[src/rtl/spi_master_mc_if.sv]
// rtl/spi_master_mc_if.sv - request/status bus of spi_master_mc (lsb_first present with SPI_MASTER_LSB_FIRST_EN)
interface spi_master_mc_if #(
  parameter int DATA_W = 16,
  parameter int NUM_CS = 4
);
  localparam int CS_W = (NUM_CS > 1) ? $clog2(NUM_CS) : 1;

  logic              start;
  logic [1:0]        cmd;
  logic [CS_W-1:0]   cs_sel;
  logic              cpol;
  logic              cpha;
  logic [7:0]        clk_div;
  logic [7:0]        wait_duration;
  logic [DATA_W-1:0] din;
`ifdef SPI_MASTER_LSB_FIRST_EN
  logic              lsb_first;
`endif
  logic              ready;
  logic              busy;
  logic [DATA_W-1:0] dout;
  logic              done_tx;
  logic              done_rx;
  logic              err;

  modport master (
`ifdef SPI_MASTER_LSB_FIRST_EN
    output lsb_first,
`endif
    output start, cmd, cs_sel, cpol, cpha, clk_div, wait_duration, din,
    input  ready, busy, dout, done_tx, done_rx, err
  );

  modport slave (
`ifdef SPI_MASTER_LSB_FIRST_EN
    input  lsb_first,
`endif
    input  start, cmd, cs_sel, cpol, cpha, clk_div, wait_duration, din,
    output ready, busy, dout, done_tx, done_rx, err
  );
endinterface

[src/rtl/spi_master_mc.sv]
// rtl/spi_master_mc.sv - multi-CS, 4-mode SPI master; SPI_MASTER_LSB_FIRST_EN adds per-transaction lsb_first
module spi_master_mc #(
  parameter int DATA_W = 16,
  parameter int NUM_CS = 4
) (
  input  logic              clk,
  input  logic              rst,
  spi_master_mc_if.slave    bus,
  input  logic              miso,
  output logic              sclk,
  output logic              mosi,
  output logic [NUM_CS-1:0] cs_n
);
  localparam int CS_W  = (NUM_CS > 1) ? $clog2(NUM_CS) : 1;
  localparam int CNT_W = $clog2(DATA_W + 1);

  typedef enum logic [2:0] {IDLE, LEAD, XFER, TRAIL, DONE} state_t;

  state_t            state;
  logic [1:0]        r_cmd;
  logic              r_cpol;
  logic              r_cpha;
  logic [7:0]        r_div;
  logic [7:0]        r_wait;
  logic [DATA_W-1:0] tx_sh;
  logic [DATA_W-1:0] rx_sh;
  logic [7:0]        div_cnt;
  logic [8:0]        gcnt;
  logic [CNT_W-1:0]  bit_cnt;
  logic              phase;
  logic [CS_W-1:0]   sel_in;
  logic              lsb_in;
  logic              r_lsb;

`ifdef SPI_MASTER_LSB_FIRST_EN
  assign lsb_in = bus.lsb_first;
`else
  assign lsb_in = 1'b0;
  assign r_lsb  = 1'b0;
`endif

  assign sel_in   = bus.cs_sel;
  assign bus.busy = ~bus.ready;

  // Bit order steering: first bit to send on accept, next bit to send, and receive shift.
  logic              first_bit;
  logic [DATA_W-1:0] din_rest;
  logic              tx_bit;
  logic [DATA_W-1:0] tx_next;
  logic [DATA_W-1:0] rx_next;
  logic              last_bit;

  assign first_bit = lsb_in ? bus.din[0] : bus.din[DATA_W-1];
  assign din_rest  = lsb_in ? (bus.din >> 1) : (bus.din << 1);
  assign tx_bit    = r_lsb ? tx_sh[0] : tx_sh[DATA_W-1];
  assign tx_next   = r_lsb ? (tx_sh >> 1) : (tx_sh << 1);
  assign rx_next   = r_lsb ? {miso, rx_sh[DATA_W-1:1]} : {rx_sh[DATA_W-2:0], miso};
  assign last_bit  = (bit_cnt == CNT_W'(DATA_W - 1));

  // Transaction sequencer: guard, SCLK burst, guard, completion pulse.
  always_ff @(posedge clk) begin
    if (rst) begin
      state       <= IDLE;
      bus.ready   <= 1'b1;
      bus.dout    <= '0;
      bus.done_tx <= 1'b0;
      bus.done_rx <= 1'b0;
      bus.err     <= 1'b0;
      sclk        <= 1'b0;
      mosi        <= 1'b0;
      cs_n        <= '1;
      r_cmd       <= 2'b00;
      r_cpol      <= 1'b0;
      r_cpha      <= 1'b0;
      r_div       <= 8'd0;
      r_wait      <= 8'd0;
      tx_sh       <= '0;
      rx_sh       <= '0;
      div_cnt     <= 8'd0;
      gcnt        <= 9'd0;
      bit_cnt     <= '0;
      phase       <= 1'b0;
`ifdef SPI_MASTER_LSB_FIRST_EN
      r_lsb       <= 1'b0;
`endif
    end else begin
      bus.done_tx <= 1'b0;
      bus.done_rx <= 1'b0;
      bus.err     <= 1'b0;
      case (state)
        IDLE: begin
          if (bus.start && bus.cmd != 2'b00) begin
            if (32'(sel_in) < NUM_CS) begin
              state     <= LEAD;
              bus.ready <= 1'b0;
              r_cmd     <= bus.cmd;
              r_cpol    <= bus.cpol;
              r_cpha    <= bus.cpha;
              r_div     <= bus.clk_div;
              r_wait    <= bus.wait_duration;
`ifdef SPI_MASTER_LSB_FIRST_EN
              r_lsb     <= bus.lsb_first;
`endif
              sclk      <= bus.cpol;
              cs_n      <= ~(NUM_CS'(1) << sel_in);
              gcnt      <= 9'd0;
              div_cnt   <= 8'd0;
              bit_cnt   <= '0;
              phase     <= 1'b0;
              rx_sh     <= '0;
              // Mode-0/2 slaves sample on the first edge, so the MSB (or LSB) must already be out.
              if (bus.cmd[0] && !bus.cpha) begin
                mosi  <= first_bit;
                tx_sh <= din_rest;
              end else begin
                mosi  <= 1'b0;
                tx_sh <= bus.din;
              end
            end else begin
              bus.err <= 1'b1;
            end
          end
        end
        LEAD: begin
          if (gcnt == {1'b0, r_wait}) state <= XFER;
          else gcnt <= gcnt + 9'd1;
        end
        XFER: begin
          if (div_cnt == r_div) begin
            div_cnt <= 8'd0;
            sclk    <= ~sclk;
            phase   <= ~phase;
            if (!phase) begin
              if (r_cpha) begin
                if (r_cmd[0]) mosi <= tx_bit;
                tx_sh <= tx_next;
              end else begin
                rx_sh <= rx_next;
              end
            end else begin
              if (r_cpha) begin
                rx_sh <= rx_next;
              end else if (!last_bit) begin
                if (r_cmd[0]) mosi <= tx_bit;
                tx_sh <= tx_next;
              end
              if (last_bit) begin
                state <= TRAIL;
                gcnt  <= 9'd0;
                mosi  <= 1'b0;
              end else begin
                bit_cnt <= bit_cnt + CNT_W'(1);
              end
            end
          end else begin
            div_cnt <= div_cnt + 8'd1;
          end
        end
        TRAIL: begin
          // One settling cycle at idle SCLK level, then the trailing guard.
          sclk <= r_cpol;
          if (gcnt == {1'b0, r_wait} + 9'd1) begin
            state       <= DONE;
            cs_n        <= '1;
            bus.done_tx <= r_cmd[0];
            bus.done_rx <= r_cmd[1];
            if (r_cmd[1]) bus.dout <= rx_sh;
          end else begin
            gcnt <= gcnt + 9'd1;
          end
        end
        DONE: begin
          state     <= IDLE;
          bus.ready <= 1'b1;
        end
        default: begin
          state     <= IDLE;
          bus.ready <= 1'b1;
          cs_n      <= '1;
        end
      endcase
    end
  end
endmodule
[src/flat_wrapper.sv]
// flat-port wrapper written by rule: the top's interface ports become plain ports
module spi_master_mc_flat 
#(
  parameter int DATA_W = 16,
  parameter int NUM_CS = 4
)
  (clk, rst, miso, sclk, mosi, cs_n, bus_start, bus_cmd, bus_cs_sel, bus_cpol, bus_cpha, bus_clk_div, bus_wait_duration, bus_din, bus_ready, bus_busy, bus_dout, bus_done_tx, bus_done_rx, bus_err);
  spi_master_mc_if #(.DATA_W(DATA_W), .NUM_CS(NUM_CS)) bus_i ();
  input  logic clk;
  input  logic rst;
  input  logic miso;
  output logic sclk;
  output logic mosi;
  output logic [NUM_CS-1:0] cs_n;
  input wire logic [$bits(bus_i.start)-1:0] bus_start;
  input wire logic [$bits(bus_i.cmd)-1:0] bus_cmd;
  input wire logic [$bits(bus_i.cs_sel)-1:0] bus_cs_sel;
  input wire logic [$bits(bus_i.cpol)-1:0] bus_cpol;
  input wire logic [$bits(bus_i.cpha)-1:0] bus_cpha;
  input wire logic [$bits(bus_i.clk_div)-1:0] bus_clk_div;
  input wire logic [$bits(bus_i.wait_duration)-1:0] bus_wait_duration;
  input wire logic [$bits(bus_i.din)-1:0] bus_din;
  output wire logic [$bits(bus_i.ready)-1:0] bus_ready;
  output wire logic [$bits(bus_i.busy)-1:0] bus_busy;
  output wire logic [$bits(bus_i.dout)-1:0] bus_dout;
  output wire logic [$bits(bus_i.done_tx)-1:0] bus_done_tx;
  output wire logic [$bits(bus_i.done_rx)-1:0] bus_done_rx;
  output wire logic [$bits(bus_i.err)-1:0] bus_err;
  assign bus_i.start = bus_start;
  assign bus_i.cmd = bus_cmd;
  assign bus_i.cs_sel = bus_cs_sel;
  assign bus_i.cpol = bus_cpol;
  assign bus_i.cpha = bus_cpha;
  assign bus_i.clk_div = bus_clk_div;
  assign bus_i.wait_duration = bus_wait_duration;
  assign bus_i.din = bus_din;
  assign bus_ready = bus_i.ready;
  assign bus_busy = bus_i.busy;
  assign bus_dout = bus_i.dout;
  assign bus_done_tx = bus_i.done_tx;
  assign bus_done_rx = bus_i.done_rx;
  assign bus_err = bus_i.err;
  spi_master_mc #(.DATA_W(DATA_W), .NUM_CS(NUM_CS)) u_core (.clk(clk), .rst(rst), .bus(bus_i), .miso(miso), .sclk(sclk), .mosi(mosi), .cs_n(cs_n));
endmodule
[config.mk]
export PLATFORM = sky130hd
export DESIGN_NAME = spi_master_mc_flat
export DESIGN_NICKNAME = d
export VERILOG_FILES = /design/src/rtl/spi_master_mc_if.sv /design/src/rtl/spi_master_mc.sv /design/src/flat_wrapper.sv
export SDC_FILE = /design/constraint.sdc
export NUM_CORES = 1
export LEC_CHECK = 0
export ABC_CLOCK_PERIOD_IN_PS = 5800
export BUFFER_PORTS_ARGS = -buffer_cell sky130_fd_sc_hd__clkbuf_2
export CORE_ASPECT_RATIO = 1.4
export CORE_UTILIZATION = 60
export CTS_CLUSTER_DIAMETER = 60
export DETAILED_ROUTE_END_ITERATION = 6
export PLACE_DENSITY = 0.88
export RECOVER_POWER = 25
export SYNTH_ARGS = -nofsm -noshare
export SYNTH_HDL_FRONTEND = slang
export SYNTH_SLANG_ARGS = --single-unit
[constraint.sdc]
create_clock -name clk -period 5.8 [get_ports clk]
set_input_delay 0.29 -clock clk [delete_from_list [all_inputs] [get_ports clk]]
set_output_delay 0.29 -clock clk [all_outputs]
set_load 0.02 [all_outputs]
==> flow_summary_export.csv <==
group,metric,value,unit
cells_and_area,seq_area,2060,µm²
synthesis,synth_cell_types,54,
drt,drtIter0Drc,342,
floorplan,fp.dieH,108,µm
global_route,antenna_found_initial,0,
sta,tightest_slew,2.15,ns
floorplan,fp.dieW,77.8,µm
sta,setup_tns,0,ns
sta,fmax,267,MHz
drt,drtPass1Iterations,5,
placed_design,numPortBuffers,67,
cts,cts_setup_buffers,0,
sta,skew,0.00868,ns
sta,maxSlewViolCount,97,
sta,relSlewSlack,-43.4,%
cells_and_area,fillers,653,
cts,htree_levels,3,
cts,cts-hold-fix-buffers,0,
cells_and_area,final_area,5300,µm²
synthesis,syn_nets,634,
floorplan,initial_utilization,61.9,%
synthesis,syn_area,4830,µm²
placed_design,place_hpwl,7550,µm
synthesis,synth_ff_type,"dfxtp_1",
setup_path,cpMaxStageDelayCell,"a21oi_2",
run,maxCapViolCount,2,
synthesis,synth_edf_count,0,
outcome,outcome,"finished, violations left",
cts,cts-resized-gates,0,
setup_path,path_cells,"nor2_1, nand2_1, nor3_1, a21oi_2, a211oi_1, a21oi_1, nor2_1",
global_route,grt_pass1_vias,3983,
setup_path,ff2ff_path_depth,7,
setup_path,r2r-start,"u_core.state[2]",
setup_path,r2r_end,"u_core.tx_sh[15]",
sta,fin_ws,2.06,ns
placed_design,routabilityCongestion,0.859,
power_and_ir_drop,total_power,0.00145,W
cts,path_clk_slew,0.09,ns
global_route,grt_pass1_wl,17800,µm
placed_design,placed_area,5150,µm²
drt,routed_wirelength,11000,µm
cts,clk_root_buffer_cell,"clkbuf_8",
synthesis,yosysWarnings,0,
setup_path,path_max_fanout,37,
floorplan,std_cell_rows,38,
power_and_ir_drop,ir_drop,0.177,mV
cts,clockBufferDepth,2,
setup_path,regToRegSetupSlack,2.06,ns
hold_path,min_path_cells,2,
setup_path,worstPathArrival,3.92,ns
power_and_ir_drop,p_leak,1.92,nW
drt,wl_per_cell,15.0,µm
setup_path,crit_buf_inv,0,
cts,cts_tree,"yes",
setup_path,cp_top_family,"simple AND/OR/NAND/NOR gates",
synthesis,seq_area_frac_synth,42.7,%
setup_path,start_kind,"register",
floorplan,dieArea,8420,µm²
setup_path,required,5.98,ns
drt,antenna_left,0,
cts,clk_latency,0.37,ns
setup_path,crit_type,"reg2reg",
sta,setup_viol,0,
hold_path,hp-class,"in2reg",
floorplan,ios,69,
hold_path,min_to,"u_core.cs_n[1]",
sta,hold_viol,0,
synthesis,syn_inst,587,
cells_and_area,multi_input_area,2540,µm²
placed_design,pre_cts_ws,2.20,ns
sta,fin_crit_sh,64.5,%
cells_and_area,drive_gt1_share,11.1,%
drt,vias_per_cell,5.85,
global_route,overflow,0,
outcome,violations,"max-capacitance violations, max-slew violations",
drt,vias,4289,
drt,drc,0,
setup_path,crit_path_frequent_cell,"nor2_1",
cts,numCtsBuffers,9,
setup_path,slowest_delay,1.01,ns
hold_path,min_from,"bus_cs_sel[0]",
power_and_ir_drop,powerDensity,275,nW/µm²
synthesis,yosys_register_bits,103,
sta,post-route-min-period,3.74,ns
cts,cts_num_sinks,103,
global_route,grt_start_max_net_pins,50,
cells_and_area,area_growth,9.66,%
global_route,grt_use_total,26.9,%
floorplan,core,7800,µm²
synthesis,synthArstFlopShare,0,%
setup_path,cp-end-kind,"register",
synthesis,syn_area_per_cell,8.23,µm²
sta,rsz0062_at_grt,"no",
cells_and_area,antenna_cells,0,
cells_and_area,nNetsFinal,676,
## cell usage in the layout, fill, tap and decap left out, drive strengths merged, types with 5 or more instances in the layout
| master | Yosys | final |
|---|---|---|
| xor2 | 7 | 7 |
| ha | 5 | 5 |
| nand3 | 28 | 28 |
| nor3 | 13 | 13 |
| a21oi | 79 | 79 |
| o21ai | 13 | 13 |
| nand2 | 77 | 77 |
| mux2i | 34 | 34 |
| or4 | 7 | 7 |
| xnor2 | 17 | 17 |
| nor2b | 6 | 6 |
| nor2 | 68 | 68 |
| clkbuf | 33 | 77 |
| a211oi | 18 | 18 |
| o31ai | 8 | 8 |
| nand4 | 5 | 5 |
| buf | 9 | 5 |
| dfxtp | 103 | 103 |
| inv | 10 | 13 |
## report_power, final
part           switching (W)  internal, W  total [W]
Combinational       0.000154    0.0000797   0.000233
Clock               0.000252     0.000202   0.000454
Sequential         0.0000304     0.000737   0.000767
## kinds of logic after synthesis
| group | Yosys count | synth area share [%] |
|---|---|---|
| AOI/OAI and AO/OA | 135 | 16.7 |
| muxes | 35 | 7.28 |
| DFF | 103 | 42.7 |
| other | 1 | 0.0776 |
| and+or+nand+nor | 232 | 22.7 |
| xor gates and xnor gates | 24 | 4.35 |
| adders and majority gates | 5 | 1.30 |
| buffers and inverters | 52 | 4.92 |
## metrics by stage
stage                     utilization (%)  std cells  hold WS (ns)
final                                67.9        733         0.119
after global routing                 67.9        733         0.128
after CTS                            68.5        733         0.112
after detailed placement             66.0        718         0.449
after global placement               66.0        718         0.438
after floorplan                         -        587         0.378
## synth_stat cells (3+ instances only)
cell	n	area [µm²]
nand3b_1	3	22.5
a21oi_1	79	395
nand2b_1	4	25.0
nor3_1	12	60.1
or4_1	6	45.0
buf_2	3	15.0
nand2_1	77	289
ha_1	5	62.6
nor2b_1	6	37.5
o21ai_0	5	25.0
clkbuf_1	33	124
and3_1	4	25.0
nand4_1	5	31.3
o31ai_1	7	52.6
or3_1	4	25.0
mux2i_1	34	340
nor3b_1	3	22.5
dfxtp_1	103	2060
xor2_1	7	61.3
nand3_1	28	140
xnor2_1	17	149
nor2_1	68	255
o21ai_1	8	40.0
a211oi_1	18	135
inv_1	8	30.0
## area by class of cell
type                    instances  area share [%]
clock buffers                   9            2.34
clock inverters                 6            1.30
flip-flops and latches        103            38.9
inverters                      10           0.709
repair buffers                 73            6.47
well taps                     100            2.36
multi-input cells             432            47.9
## metal layers
layer  GRT usage (%)  wire, µm
met3            3.97       500
met4            12.3       210
met2            48.5      5690
met1            31.1      4570
met5               0         0
## state kept, by name, indices dropped and copies added (netlist names), 2 cells and up
name,cells
u_core.bus.dout,16
u_core.rx_sh,16
u_core.tx_sh,16
u_core.gcnt,9
u_core.div_cnt,8
u_core.r_div,8
u_core.r_wait,8
u_core.bit_cnt,5
u_core.cs_n,4
u_core.state,3
u_core.r_cmd,2
## worst max path at each step
stage          depth (start not counted)             start                  to
4_1_cts                                7   u_core.state[2]    u_core.tx_sh[15]
5_1_grt                                7   u_core.state[2]     u_core.tx_sh[9]
2_1_floorplan                          9  u_core.r_wait[1]  u_core.bus.dout[6]
3_3_place_gp                           7   u_core.state[2]    u_core.tx_sh[15]
6_report                               7   u_core.state[2]    u_core.tx_sh[15]
3_5_place_dp                           7   u_core.state[2]    u_core.tx_sh[15]
No activity file was read; power rests on OpenSTA's default activity.
